## src/rtl/tsr_host_bridge.sv

```systemverilog
// tsr_host_bridge: host bus front end for the traffic-sign core.
// Pixel packing, weight streaming, soft reset, result and cycle count.
module tsr_host_bridge #(
   parameter int IN_WIDTH          = 32,
   parameter int IN_HEIGHT         = 32,
   parameter int CHANNELS          = 3,
   parameter int NUM_WEIGHTS       = 56690,
   parameter int OUT_BITS          = 6,
   parameter int SOFT_RESET_CYCLES = 15,
   parameter int AXI_ADDR_WIDTH    = 20,
   parameter int CNT_ADDR          = 'h9_0000
) (
   input  logic                      clk,
   input  logic                      rst_n,
   input  logic                      axi_wr_en,
   input  logic [AXI_ADDR_WIDTH-1:0] axi_wr_addr,
   input  logic [63:0]               axi_wr_data,
   input  logic [7:0]                axi_wr_strobe,
   output logic                      axi_wr_ready,
   input  logic                      axi_rd_en,
   input  logic [AXI_ADDR_WIDTH-1:0] axi_rd_addr,
   output logic [63:0]               axi_rd_data,
   output logic                      model_rst_n,
   output logic [8*CHANNELS-1:0]     pix_data,
   output logic                      pix_valid,
   input  logic                      pix_ready,
   output logic [15:0]               weight_wr_data,
   output logic [31:0]               weight_wr_addr,
   output logic                      weight_wr_en,
   input  logic                      model_o_valid,
   input  logic [OUT_BITS-1:0]       model_o_data,
   output logic                      o_valid,
   output logic [OUT_BITS-1:0]       o_data,
   output logic                      busy,
   output logic                      weight_load_done
);

   localparam int FB   = IN_WIDTH * IN_HEIGHT * CHANNELS;
   localparam int NPIX = IN_WIDTH * IN_HEIGHT;
   localparam int PCW  = (NPIX > 1) ? $clog2(NPIX) : 1;

   localparam logic [31:0] A_OUT  = 32'(FB);
   localparam logic [31:0] A_OVLD = 32'(FB + 1);
   localparam logic [31:0] A_BUSY = 32'(FB + 9);
   localparam logic [31:0] A_RST  = 32'(FB + 17);
   localparam logic [31:0] A_WBEG = 32'(FB + 25);
   localparam logic [31:0] A_WEND = 32'(FB + 25 + 2 * NUM_WEIGHTS);
   localparam logic [31:0] A_CNT  = 32'(CNT_ADDR);
   localparam logic [31:0] W_LAST = 32'(NUM_WEIGHTS - 1);
   localparam logic [4:0]  CH5    = 5'(CHANNELS);
   localparam logic [PCW-1:0] P_LAST = PCW'(NPIX - 1);

   logic [7:0]          srst_q, srst_d;
   logic [63:0]         wbuf_q, wbuf_d;
   logic [2:0]          wlane_q, wlane_d;
   logic [31:0]         widx_q, widx_d;
   logic                wdone_q, wdone_d;
   logic [127:0]        pbuf_q, pbuf_d;
   logic [4:0]          pcnt_q, pcnt_d;
   logic [PCW-1:0]      pix_cnt_q, pix_cnt_d;
   logic                busy_q, busy_d;
   logic                o_valid_q, o_valid_d;
   logic [OUT_BITS-1:0] o_data_q, o_data_d;
   logic [31:0]         cyc_q, cyc_d;

   logic [31:0]  wa, ra;
   logic         soft_act, wr_acc, srst_trig;
   logic         w_hit, in_hit, pop, first_pix, out_rd;
   logic [127:0] pb_tmp;
   logic [4:0]   pc_tmp;

   assign wa        = 32'(axi_wr_addr);
   assign ra        = 32'(axi_rd_addr);
   assign soft_act  = (srst_q != 8'd0);
   assign wr_acc    = axi_wr_en && (|axi_wr_strobe) && axi_wr_ready;
   assign srst_trig = wr_acc && (wa == A_RST) && axi_wr_data[0];
   assign w_hit     = wr_acc && (wa >= A_WBEG) && (wa < A_WEND) && !wdone_q;
   assign in_hit    = wr_acc && (wa < A_OUT) && wdone_q;
   assign pop       = pix_valid && pix_ready;
   assign first_pix = pop && (pix_cnt_q == '0);
   assign out_rd    = axi_rd_en && (ra == A_OUT);

   assign axi_wr_ready     = !soft_act && (wlane_q == 3'd0) && (pcnt_q <= 5'd8);
   assign model_rst_n      = rst_n && !soft_act;
   assign pix_valid        = (pcnt_q >= CH5);
   assign pix_data         = pbuf_q[8*CHANNELS-1:0];
   assign weight_wr_en     = (wlane_q != 3'd0);
   assign weight_wr_data   = wbuf_q[15:0];
   assign weight_wr_addr   = widx_q;
   assign weight_load_done = wdone_q;
   assign busy             = busy_q;
   assign o_valid          = o_valid_q;
   assign o_data           = o_data_q;

   // soft-reset pulse counter, the only state that survives soft reset
   always_comb begin
      srst_d = srst_q;
      if (srst_trig) srst_d = 8'(SOFT_RESET_CYCLES);
      else if (soft_act) srst_d = srst_q - 8'd1;
   end

   // weight emitter, pack buffer, frame tracking and cycle counter
   always_comb begin
      wbuf_d    = wbuf_q;
      wlane_d   = wlane_q;
      widx_d    = widx_q;
      wdone_d   = wdone_q;
      pix_cnt_d = pix_cnt_q;
      busy_d    = busy_q;
      o_valid_d = o_valid_q;
      o_data_d  = o_data_q;
      cyc_d     = cyc_q;
      pb_tmp    = pop ? (pbuf_q >> (8 * CHANNELS)) : pbuf_q;
      pc_tmp    = pop ? (pcnt_q - CH5) : pcnt_q;

      if (weight_wr_en) begin
         wbuf_d  = wbuf_q >> 16;
         wlane_d = wlane_q - 3'd1;
         widx_d  = widx_q + 32'd1;
         if (widx_q == W_LAST) begin
            wlane_d = 3'd0;
            wdone_d = 1'b1;
         end
      end
      if (w_hit) begin
         wbuf_d  = axi_wr_data;
         wlane_d = 3'd4;
      end

      // bytes above the count are always zero, so OR-insert is safe
      if (in_hit) begin
         pb_tmp = pb_tmp | ({64'd0, axi_wr_data} << {pc_tmp, 3'b000});
         pc_tmp = pc_tmp + 5'd8;
      end
      pbuf_d = pb_tmp;
      pcnt_d = pc_tmp;

      if (pop) pix_cnt_d = (pix_cnt_q == P_LAST) ? '0 : pix_cnt_q + 1'b1;

      if (first_pix) o_valid_d = 1'b0;
      if (out_rd) o_valid_d = 1'b0;
      if (model_o_valid) begin
         o_valid_d = 1'b1;
         o_data_d  = model_o_data;
      end

      if (model_o_valid) busy_d = 1'b0;
      if (first_pix) busy_d = 1'b1;

      if (first_pix) cyc_d = 32'd0;
      else if (busy_q && (cyc_q != '1)) cyc_d = cyc_q + 32'd1;

      if (soft_act || srst_trig) begin
         wbuf_d    = '0;
         wlane_d   = '0;
         widx_d    = '0;
         wdone_d   = 1'b0;
         pbuf_d    = '0;
         pcnt_d    = '0;
         pix_cnt_d = '0;
         busy_d    = 1'b0;
         o_valid_d = 1'b0;
         o_data_d  = '0;
         cyc_d     = '0;
      end
   end

   // combinational register read port
   always_comb begin
      axi_rd_data = '0;
      unique case (1'b1)
         (ra == A_OUT):  axi_rd_data = 64'(o_data_q);
         (ra == A_OVLD): axi_rd_data = 64'(o_valid_q);
         (ra == A_BUSY): axi_rd_data = 64'(busy_q);
         (ra == A_CNT):  axi_rd_data = 64'(cyc_q);
         default: ;
      endcase
   end

   // state registers
   always_ff @(posedge clk or negedge rst_n) begin
      if (!rst_n) begin
         srst_q    <= '0;
         wbuf_q    <= '0;
         wlane_q   <= '0;
         widx_q    <= '0;
         wdone_q   <= 1'b0;
         pbuf_q    <= '0;
         pcnt_q    <= '0;
         pix_cnt_q <= '0;
         busy_q    <= 1'b0;
         o_valid_q <= 1'b0;
         o_data_q  <= '0;
         cyc_q     <= '0;
      end else begin
         srst_q    <= srst_d;
         wbuf_q    <= wbuf_d;
         wlane_q   <= wlane_d;
         widx_q    <= widx_d;
         wdone_q   <= wdone_d;
         pbuf_q    <= pbuf_d;
         pcnt_q    <= pcnt_d;
         pix_cnt_q <= pix_cnt_d;
         busy_q    <= busy_d;
         o_valid_q <= o_valid_d;
         o_data_q  <= o_data_d;
         cyc_q     <= cyc_d;
      end
   end

endmodule

```

## config.mk

```make
export PLATFORM = sky130hd
export DESIGN_NAME = tsr_host_bridge
export DESIGN_NICKNAME = d
export VERILOG_FILES = /design/src/rtl/tsr_host_bridge.sv
export SDC_FILE = /design/constraint.sdc
export NUM_CORES = 1
export LEC_CHECK = 0
export CAP_MARGIN = 10
export CORE_MARGIN = 4
export CORE_UTILIZATION = 56
export CTS_BUF_LIST = sky130_fd_sc_hd__clkbuf_8 sky130_fd_sc_hd__clkbuf_16
export DETAILED_ROUTE_END_ITERATION = 8
export PLACE_DENSITY = 0.82
export SETUP_SLACK_MARGIN = 0.2
export SYNTH_ARGS = -nofsm -noshare
export SYNTH_HDL_FRONTEND = slang
export SYNTH_SLANG_ARGS = --single-unit
export TNS_END_PERCENT = 5
```

## constraint.sdc

```tcl
create_clock -name clk -period 4.5 [get_ports clk]
set_clock_uncertainty 0.15 [all_clocks]
set_input_delay 0.9 -clock clk [delete_from_list [all_inputs] [get_ports clk]]
set_output_delay 0.9 -clock clk [all_outputs]
set_load 0.005 [all_outputs]
```

* Word-level counts from Yosys, hierarchy flattened
Cells that the tools add are included.
** Operators by class
- $lt $le $gt $ge :: 5
- Reduce and logical (&&, ||, !) cells :: 34
- Bitwise operators :: 1
- Muxes and demuxes :: 36
- Equality and inequality tests :: 8
- Shifts and indexed selects :: 1
- $add $sub $neg :: 7
** Operators with widths (number)
- 2-to-1 mux 128 bit :: 3
- 2-to-1 mux 64 bit :: 3
- 2-to-1 mux 32 bit :: 5
- bitwise OR 128 bit :: 1
- case mux 32 bit (4 select lines) :: 1
- left shift 64 x 8 -> 128 bit :: 1
- equality test 20 x 12 -> 1 bit (second input constant) :: 4
- adder 32 x 1 -> 32 bit (second input constant) :: 2
- equality test 32 x 16 -> 1 bit (second input constant) :: 1
- != test 32 bit (second input constant) :: 1
- 2-to-1 mux 10 bit :: 3
- equality test 20 bit (second input constant) :: 1
- >= comparator 20 x 12 -> 1 bit (second input constant) :: 1
- < comparator 20 x 12 -> 1 bit (second input constant) :: 1
- < comparator 20 x 17 -> 1 bit (second input constant) :: 1
- logical AND 1 bit :: 16
- 2-to-1 mux 8 bit :: 2
- 2-to-1 mux 5 bit :: 3
- 2-to-1 mux 3 bit :: 4
- 2-to-1 mux 6 bit :: 2
- nonzero test 3 bit :: 4
- adder 10 x 1 -> 10 bit (second input constant) :: 1
- equality test 10 bit (second input constant) :: 1
- logical NOT 10 bit :: 1
- 15 further kinds :: 29
** Storage, ports and cells
- Output and inout bits :: 149
- Word-level logic and storage cells :: 104
- Bits in registers :: 291
- Input bits :: 124

* Logic depth before layout (Yosys ltp)
Gate-level depths: netlist (run 1).
- Depth after elaboration :: 10
- Gate-level depth with buffers :: 14
- Gate-level depth less buffers :: 10

* Worst setup path after synthesis (run 1)
Ideal clock, no wire load.
- Path kind :: in2out
- Start point :: input port axi_rd_addr[2]
- End point :: output port axi_rd_data[1]
- Arrival time :: 2.368 ns
- Path slack :: 1.082 ns
- Data required time :: 3.450 ns
- Stages :: 5
- Path buffers :: 0
- Cells stage by stage :: nor4_1 > nand4_1 > or4_1 > nor3_1 > a22o_1
** Between the ends
- Cells in the longest elaborated chain, start to end :: 2
- Elaborated cells on any way between the ends :: 5
- Classes of those cells :: 4 x eq/ne; 1 x mux
** Ends and longest elaborated chain
- from (decl) :: RTL line 21 : input logic [AXI_ADDR_WIDTH-1:0] axi_rd_addr,
- equality test 20 bit, or another cell as far along :: RTL line 175 : (ra == A_CNT): axi_rd_data = 64'(cyc_q);
- case mux 32 bit (4 select lines) * :: RTL line 171 : unique case (1'b1)
- to (decl) :: RTL line 22 : output logic [63:0] axi_rd_data,
Every way passes the cells marked *; elsewhere a longest branch is shown, timed or not.

* Worst setup path in the final report (run 1)
- Start point :: input port axi_rd_addr[14]
- End point :: output port axi_rd_data[4]
Same word-level chain as after synthesis.

==> results_dict.tcl, run 1 <==
set metrics [dict create \
    syn_to_final_growth_pct 19.9 \
    power.total_mw 6.32 \
    startpoint_type "primary input" \
    n_fill_cell 2616 \
    ant_nets 0 \
    status "completed" \
    peakVddDrop_mv 0.339 \
    first_pass_iters 5 \
    cp.arrival_ns 3.22 \
    rows 66 \
    setup_viol 0 \
    fp.coreArea_um2 32700 \
    drv_slew 0 \
    vias 18156 \
    ctsLongestPathBuffers 3 \
    hold_buffers 0 \
    setup_tns_ns 0 \
    tritoncts "yes" \
    dieHeight_um 191 \
    finalCritPeriodShare_pct 94.9 \
    timing.rr.start "pcnt_q[1]" \
    io_buffer_count 240 \
    yosysTopAreaCell "dfrtp_1" \
    fin_ws_ns 0.231 \
    grt_pass1_vias 17654 \
    wirelength_um 66000 \
    diodes 0 \
    mostFrequentLayoutCell "dfrtp_1" \
    ys_ff_latch 291 \
    syn-cell-area_um2 18700 \
    grt_usage_pct 35.2 \
    synthDistinctLibCells 73 \
    htree_levels 2 \
    fin_crit_ns 4.27 \
    cts-buffers-inserted 35 \
    drc 0 \
    avgSynthCellArea_um2 8.87 \
    antenna_found_initial 0 \
    ios 273 \
    p_leak_nw 8.94 \
    crit_path_end_kind "primary output" \
    fmax_mhz 234 \
    vias_per_cell 6.71 \
    die_area_um2 36300 \
    place_congestion 0.980 \
    finalNetCount 2372 \
    yosys_most_used_dff "dfrtp_1" \
    drt_iter0_drc 2130 \
    synth_top_area_share_pct 39.0 \
    slew_headroom_pct 19.8 \
    power_density_nw_per_um2 283 \
    layout_common_cells "290 x dfrtp_1, 249 x nor2_1, 238 x clkdlybuf4s50_1" \
    dpl.hpwl_um 45800 \
    wire_per_inst_um 24.4 \
    yosys-top-cells-area "dfrtp_1 39%, mux2i_1 9.2%, o221ai_1 5.3%" \
    crit_path_max_fanout 6 \
    grt-ovfl-total 0 \
    syn_inst 2105 \
    maxCapViolations 0 \
    post_route_cells_drive_above_1_share_pct 7.16 \
    ff2ff_path_depth 9 \
    hp-class "primary input to asynchronous set/reset pin" \
    cts_sinks 291 \
    clk_pin_slew_worst_paths_ns 0.06 \
    worst_pin_slew_ns 1.20 \
    async_flop_share_pct 100 \
    yosysWarningCount 0 \
    criticalPathCategory "primary input to primary output" \
    die_x_um 191 \
    hold_viol 0 \
    rsz0062_at_grt "true" \
    critical_path_required_ns 3.45 \
    rrSetupSlack_ns 0.39 \
    grt_max_degree 96 \
    post-route-util_pct 68.4 \
    synth-edff-count 0 \
    postCtsSetupRepairBufs 0 \
    start_util_pct 57.1 \
    clkLatencyLatePin_ns 0.52 \
    dpl_worst_slack_ns 0.190 \
    grt_pass1_wl_um 102000 \
    ys_seq_area_share_pct 39.0 \
    timing.rr.end "pbuf_q[87]" \
    cts_root_buffer "clkbuf_16" \
]
[synthesized netlist by cell type, types with 10 or more instances]
master	number
a22oi_1	10
nand3_1	52
a31oi_1	30
nor2_1	249
mux2i_1	171
ha_1	11
o21ai_0	35
inv_1	13
clkbuf_1	116
a21oi_1	76
buf_1	28
a221o_1	20
and2_1	39
and3_1	16
buf_4	76
o22ai_1	62
nor3_1	32
a22o_1	72
dfrtp_1	291
o32ai_1	17
o221ai_1	113
nand2_1	224
a211oi_1	54
xor2_1	46
buf_2	23
nor4_1	17
and4_1	13
or3_1	15
xnor2_1	15
nand4_1	33
[sequential cells by signal (all words and copies together), names as in the netlist, 5 cells and up]
signal          flops
cyc_q              32
pbuf_q            128
pcnt_q              5
pix_cnt_q          10
o_data              6
srst_q              8
weight_wr_addr     32
wbuf_q             64
[worst max-delay path: stages]
cell             delay [ns]
clkdlybuf4s50_1        0.43
nor4_2                 0.29
nand4_1                0.16
or4_4                  0.51
nor3_2                 0.12
buf_4                  0.16
a22o_1                 0.15
clkdlybuf4s50_1        0.50
[metal layers]
layer	routed length (um)	track usage, %	vias to the layer above
li1	-	-	8048
met1	25800	45.4	8957
met2	31800	59.1	967
met3	5440	5.62	184
met4	3000	14.7	0
met5	0	0	-
[kinds of logic (layout without fill, tap and decap cells)]
kind of cell / count (synthesis) / after routing / share of synthesized area [%]
AO/OA/AOI/OAI: 563 / 563 / 22.5
XOR/XNOR: 61 / 61 / 2.86
adder cells (fa/ha/maj): 11 / 11 / 0.737
buffers and inverters: 262 / 388 / 6.98
flip-flops: 291 / 291 / 39.0
multiplexers: 180 / 180 / 9.71
other: 1 / 32 / 0.0201
AND/OR/NAND/NOR: 736 / 736 / 18.2
[per-stage QoR]
step | instances | hold WS [ns] | cell area, um2
2_1_floorplan | 2136 | 0.301 | 18800
3_3_place_gp | 2642 | 0.321 | 21200
3_5_place_dp | 2642 | 0.331 | 21200
4_1_cts | 2704 | 0.187 | 22300
5_1_grt | 2704 | 0.201 | 22400
6_report | 2704 | 0.157 | 22400
[layout make-up]
cell class | count | area [um2] | share of cell area, %
multi-input cells | 1583 | 10300 | 46.0
flip-flops and latches | 291 | 7290 | 32.6
repair buffers | 312 | 3030 | 13.5
clock buffers | 44 | 1000 | 4.47
well taps | 442 | 553 | 2.47
clock inverters | 18 | 176 | 0.788
inverters | 14 | 52.6 | 0.235
[power by group]
part | internal, mW | leakage (nW) | switching (mW)
Sequential | 2.66 | 4.05 | 0.0330
Combinational | 0.269 | 4.27 | 0.453
Clock | 1.74 | 0.610 | 1.17
Total | 4.67 | 8.94 | 1.65
[repair_timing]
item | in CTS | in global routing
endpoints found under the setup margin | 4 | 5
resized for setup | 0 | 6
pin swaps | 3 | 2
[worst max path at each step]
stage                          startpoint             end  slack [ns]  cells after the start
final                     axi_rd_addr[14]  axi_rd_data[4]        0.23                      8
after global routing      axi_rd_addr[14]  axi_rd_data[4]        0.13                      8
after CTS                  axi_rd_addr[9]  axi_rd_data[4]        0.21                      8
after detailed placement   axi_rd_addr[8]  axi_rd_data[4]        0.19                      8
after global placement     axi_rd_addr[2]  axi_rd_data[1]        0.21                      8
after floorplan            axi_rd_addr[2]  axi_rd_data[1]        1.08                      5
Power figures use the tool's default switching activity.
==> run 2: changes to the inputs <==
--- a/config.mk
+++ b/config.mk
@@ -7,10 +7,10 @@
 export LEC_CHECK = 0
 export CAP_MARGIN = 10
 export CORE_MARGIN = 4
-export CORE_UTILIZATION = 56
+export CORE_UTILIZATION = 45
 export CTS_BUF_LIST = sky130_fd_sc_hd__clkbuf_8 sky130_fd_sc_hd__clkbuf_16
 export DETAILED_ROUTE_END_ITERATION = 8
-export PLACE_DENSITY = 0.82
+export PLACE_DENSITY = 0.68
 export SETUP_SLACK_MARGIN = 0.2
 export SYNTH_ARGS = -nofsm -noshare
 export SYNTH_HDL_FRONTEND = slang
==> results_dict.tcl, run 2 (synthesized netlist as in run 1, its figures left out) <==
set metrics [dict create \
    dp_cells 2736 \
    mostFrequentLayoutCell "dfrtp_1" \
    grt_max_degree 172 \
    crit_path_end_kind "primary output" \
    htree_levels 2 \
    first_pass_iters 6 \
    hold_buffers 0 \
    top_regs "pbuf_q (128), wbuf_q (64)" \
    critPathMostFrequentCell "clkdlybuf4s50_1" \
    critPathMaxStageDelay_ns 0.50 \
    status "completed" \
    critical_path_required_ns 3.45 \
    io_buffer_count 240 \
    clkLatencyLatePin_ns 0.54 \
    die_area_um2 44800 \
    start_util_pct 45.6 \
    cts_sinks 291 \
    dpl.hpwl_um 45900 \
    post_route_cells_drive_above_1_share_pct 7.29 \
    hold_viol 0 \
    cp_top_family "buffers and inverters" \
    drt_iter0_drc 1672 \
    vias_per_cell 6.29 \
    dieHeight_um 212 \
    stdcell_count 2794 \
    drc 0 \
    grt_usage_pct 28.3 \
    die_x_um 212 \
    setup_tns_ns 0 \
    peakVddDrop_mv 0.274 \
    startpoint_type "primary input" \
    seq_area_um2 7290 \
    grt-ovfl-total 0 \
    n_fill_cell 3735 \
    diodes 0 \
    wire_per_inst_um 23.3 \
    fp.coreArea_um2 40900 \
    finalNetCount 2376 \
    place_congestion 0.952 \
    cts-buffers-inserted 34 \
    cts_root_buffer "clkbuf_16" \
    rrSetupSlack_ns 0.37 \
    timing.hold.ws_ns 0.118 \
    vias 17570 \
    dpl_worst_slack_ns 0.159 \
    ctsLongestPathBuffers 3 \
    rsz0062_at_grt "true" \
    antenna_found_initial 0 \
    multi_input_area_um2 10300 \
    ant_nets 0 \
    tritoncts "yes" \
    grt_pass1_wl_um 101000 \
    cp.arrival_ns 3.18 \
    maxCapViolations 0 \
    layout_common_cells "290 x dfrtp_1, 249 x nor2_1, 238 x clkdlybuf4s50_1" \
    critical_path_buf_inv_count 3 \
    wirelength_um 65200 \
    cp_slowest_cell "clkdlybuf4s50_1" \
    hp-class "primary input to asynchronous set/reset pin" \
    fmax_mhz 237 \
    largest_reg_flops 128 \
    criticalPathCategory "primary input to primary output" \
    rows 74 \
    drv_slew 0 \
    ios 273 \
    setup_viol 0 \
    fin_crit_ns 4.23 \
    post-route-util_pct 54.9 \
    slew_headroom_pct 17.3 \
    syn_to_final_growth_pct 20.3 \
    finalCritPeriodShare_pct 93.9 \
    fin_ws_ns 0.273 \
    p_leak_nw 8.91 \
    worst_pin_slew_ns 1.24 \
    crit_path_max_fanout 6 \
    grt_pass1_vias 17431 \
    largest_register "pbuf_q" \
    crit_chain "clkdlybuf4s50_1 -> nor4_2 -> nand4_1 -> or4_4 -> nor3_2 -> buf_4 -> a22o_1 -> clkdlybuf4s50_1" \
    power_density_nw_per_um2 271 \
    clk_pin_slew_worst_paths_ns 0.06 \
]
## run 2: changes by cell type in the layout (fill, tap and decap cells not counted)
cell and change:
dlygate4sd2_1 +1, inv_1 -4, clkinvlp_4 -2, inv_16 -1, buf_4 +1, clkinv_2 +4, nor4_2 -1, dlymetal6s2s_1 -1
buf_12 +4, clkinv_4 +1, bufinv_16 -3, nor4_1 +1
## run 2: worst register-to-register path, delay by kind of cell, from the launching register on
family,cells,cell delay (ns)
adder cells (fa/ha/maj),1,0.32
flip-flops,1,0.48
AND/OR/NAND/NOR,2,0.79
buffers and inverters,1,0.37
multiplexers,1,0.33
AO/OA/AOI/OAI,4,1.56
## run 2: layout make-up
cell class,count,share of cell area (%)
multi-input combinational,1583,45.8
clock buffer,44,4.45
timing repair buffer,317,13.8
inverter,14,0.234
sequential,291,32.4
clock inverter,13,0.290
tap,532,2.96
## run 2: what timing repair did
action	4_1_cts	5_1_grt
gates resized for setup	3	2
setup buffers	0	1
setup endpoints to repair	4	5
pin swaps	1	3
## run 2: power by group
group / internal, mW / switching [mW]
registers: 2.66 / 0.0294
clock network: 1.56 / 1.13
logic: 0.270 / 0.443
total: 4.48 / 1.60
## run 2: routing by layer
metal	track usage, %	vias up	wire (um)	share of wire, %
met2	46.5	701	30600	47
met1	37.2	8633	27300	42
met4	12.0	0	3040	4.7
li1	-	8056	-	-
met3	4.79	180	4240	6.5
met5	0	-	0	0
## run 2: final timing paths
path                            startpoint        endpoint  depth (start not counted)
max in group asynchronous            rst_n      pbuf_q[85]                          2
hold reg to reg                  srst_q[4]       srst_q[4]                          1
min in group clk                 srst_q[4]       srst_q[4]                          1
setup / recovery           axi_rd_addr[18]  axi_rd_data[5]                          8
hold / removal                       rst_n       wbuf_q[5]                          1
setup reg to reg                 pcnt_q[1]      pbuf_q[57]                          9
## run 2: metrics by stage
step	power [mW]	cell area, um2
3_3_place_gp	3.43	21400
2_1_floorplan	3.07	18800
6_report	6.09	22500
3_5_place_dp	3.44	21400
4_1_cts	6.14	22400
5_1_grt	6.31	22500
==> run 3: changes to the inputs <==
--- a/config.mk
+++ b/config.mk
@@ -10,6 +10,7 @@
 export CORE_UTILIZATION = 45
 export CTS_BUF_LIST = sky130_fd_sc_hd__clkbuf_8 sky130_fd_sc_hd__clkbuf_16
 export DETAILED_ROUTE_END_ITERATION = 8
+export HOLD_SLACK_MARGIN = 0.02
 export PLACE_DENSITY = 0.68
 export SETUP_SLACK_MARGIN = 0.2
 export SYNTH_ARGS = -nofsm -noshare
==> constraint.sdc (replaced) <==
create_clock -name clk -period 5.5 [get_ports clk]
set_clock_uncertainty 0.15 [all_clocks]
set_input_delay 1.1 -clock clk [delete_from_list [all_inputs] [get_ports clk]]
set_output_delay 1.1 -clock clk [all_outputs]
set_load 0.005 [all_outputs]
==> results_dict.tcl, run 3 (synthesized netlist as in run 1, its figures left out) <==
set metrics [dict create \
    status "completed" \
    fp.coreArea_um2 40900 \
    clock_power_share_pct 44.4 \
    power_density_nw_per_um2 225 \
    mostFrequentLayoutCell "dfrtp_1" \
    drv_slew 0 \
    p_leak_nw 8.74 \
    die_x_um 212 \
    fin_crit_ns 5.01 \
    cp.arrival_ns 3.76 \
    startpoint_type "primary input" \
    drt_iter0_drc 1647 \
    ant_nets 0 \
    grt_pass1_wl_um 101000 \
    crit_path_max_fanout 6 \
    vias 17654 \
    grt_pass1_vias 17202 \
    post_cts_resized 0 \
    wirelength_um 64900 \
    post_route_cells_drive_above_1_share_pct 5.95 \
    grt-ovfl-total 0 \
    drc 0 \
    power_frac_comb_pct 11.5 \
    largest_reg_flops 128 \
    dpl_worst_slack_ns 0.459 \
    clk_pin_slew_worst_paths_ns 0.06 \
    ios 273 \
    die_area_um2 44800 \
    htree_levels 2 \
    cts_sinks 291 \
    first_pass_iters 5 \
    critical_path_required_ns 4.25 \
    vias_per_cell 6.37 \
    setup_tns_ns 0 \
    finalCritPeriodShare_pct 91.1 \
    fin_ws_ns 0.488 \
    p_int_mw 3.66 \
    dieHeight_um 212 \
    grt_max_degree 97 \
    hp-class "flop to flop" \
    largest_register "pbuf_q" \
    grt_busiest_layer "met2" \
    criticalPathCategory "primary input to primary output" \
    grt_usage_pct 28.2 \
    dpl.hpwl_um 45400 \
    grtUsageMet2_pct 47.6 \
    syn_to_final_growth_pct 18.8 \
    crit_path_end_kind "primary output" \
    setup_viol 0 \
    tritoncts "yes" \
    hold_viol 0 \
    p_seq_share_pct 44.1 \
    rows 74 \
    ctsLongestPathBuffers 3 \
    grt_use_met3_pct 3.82 \
    peakVddDrop_mv 0.178 \
    top_regs "pbuf_q (128), wbuf_q (64)" \
    cts_root_buffer "clkbuf_16" \
    place_congestion 0.972 \
    fmax_mhz 200 \
    layout_common_cells "290 x dfrtp_1, 249 x nor2_1, 239 x clkdlybuf4s50_1" \
    hold_buffers 0 \
    grt_util_met1_pct 36.8 \
    wire_per_inst_um 23.4 \
    clkLatencyLatePin_ns 0.55 \
    worst_pin_slew_ns 1.07 \
    start_util_pct 45.6 \
    maxCapViolations 0 \
    rsz0062_at_grt "false" \
    finalNetCount 2348 \
    io_buffer_count 240 \
    netSwitchingPower_mw 1.33 \
    slew_headroom_pct 28.5 \
    antenna_found_initial 0 \
    netSwitchingFraction_pct 26.7 \
    cts-buffers-inserted 34 \
    postCtsSetupRepairBufs 0 \
]
==> run 3: cell types whose count changed in the layout (fill, tap and decap cells not counted), moves of 2 or more <==
cell        before  now
buf_4           67   45
buf_12          10    4
inv_1           19   22
clkbuf_8         9    7
clkinv_2         5    3
clkinvlp_4       0    2
nor4_1          15   17
nor4_2           4    2
==> run 3: path summary, 6_finish.rpt <==
check | endpoint | cells after the start | startpoint | slack, ns
min reg2reg | srst_q[5] | 1 | srst_q[5] | 0.35
max reg2reg | pbuf_q[64] | 10 | wlane_q[0] | 1.26
min | srst_q[5] | 1 | srst_q[5] | 0.35
max | axi_rd_data[5] | 7 | axi_rd_addr[18] | 0.49
max in group asynchronous | pbuf_q[118] | 2 | rst_n | 3.18
min in group asynchronous | srst_q[0] | 1 | rst_n | 0.41
==> run 3: layout make-up <==
type,instances,area (um2)
clock inverter,19,136
tap,532,666
multi-input combinational,1583,10300
inverter,14,52.6
antenna,1,2.50
sequential,291,7290
fill,3769,18800
clock buffer,41,947
timing repair buffer,289,2830
==> run 3: worst max-delay path, stage by stage <==
cell	delay (ns)
clkdlybuf4s50_1	0.42
nor4_1	0.29
nand4_1	0.15
or4_1	0.51
nor3_1	0.53
a22o_1	0.25
clkdlybuf4s50_1	0.50
==> run 3: through the flow <==
stage	utilization, %	total power [mW]	std cells	hold WS [ns]	cell area (um2)
global route	54.2	5.17	2769	0.365	22200
finish	54.2	4.99	2770	0.345	22200
floorplan	-	2.52	2136	0.301	18800
global placement	51.5	2.80	2709	0.317	21100
detailed placement	51.5	2.81	2709	0.331	21100
CTS	54.2	5.05	2769	0.346	22200
==> run 3: per-layer routing <==
| metal | up-vias | share of wire, % |
|---|---|---|
| li1 | 7998 | - |
| met1 | 8778 | 41 |
| met2 | 729 | 49 |
| met3 | 149 | 6.7 |
| met4 | 0 | 4.0 |
| met5 | - | 0 |
==> run 3: power by group through the flow <==
| stage | logic [mW] | clock network, mW | registers, mW |
|---|---|---|---|
| floorplan | 0.284 | 0 | 2.23 |
| global placement | 0.562 | 0 | 2.24 |
| detailed placement | 0.574 | 0 | 2.24 |
| CTS | 0.576 | 2.27 | 2.20 |
| global route | 0.620 | 2.35 | 2.20 |
| finish | 0.575 | 2.22 | 2.20 |
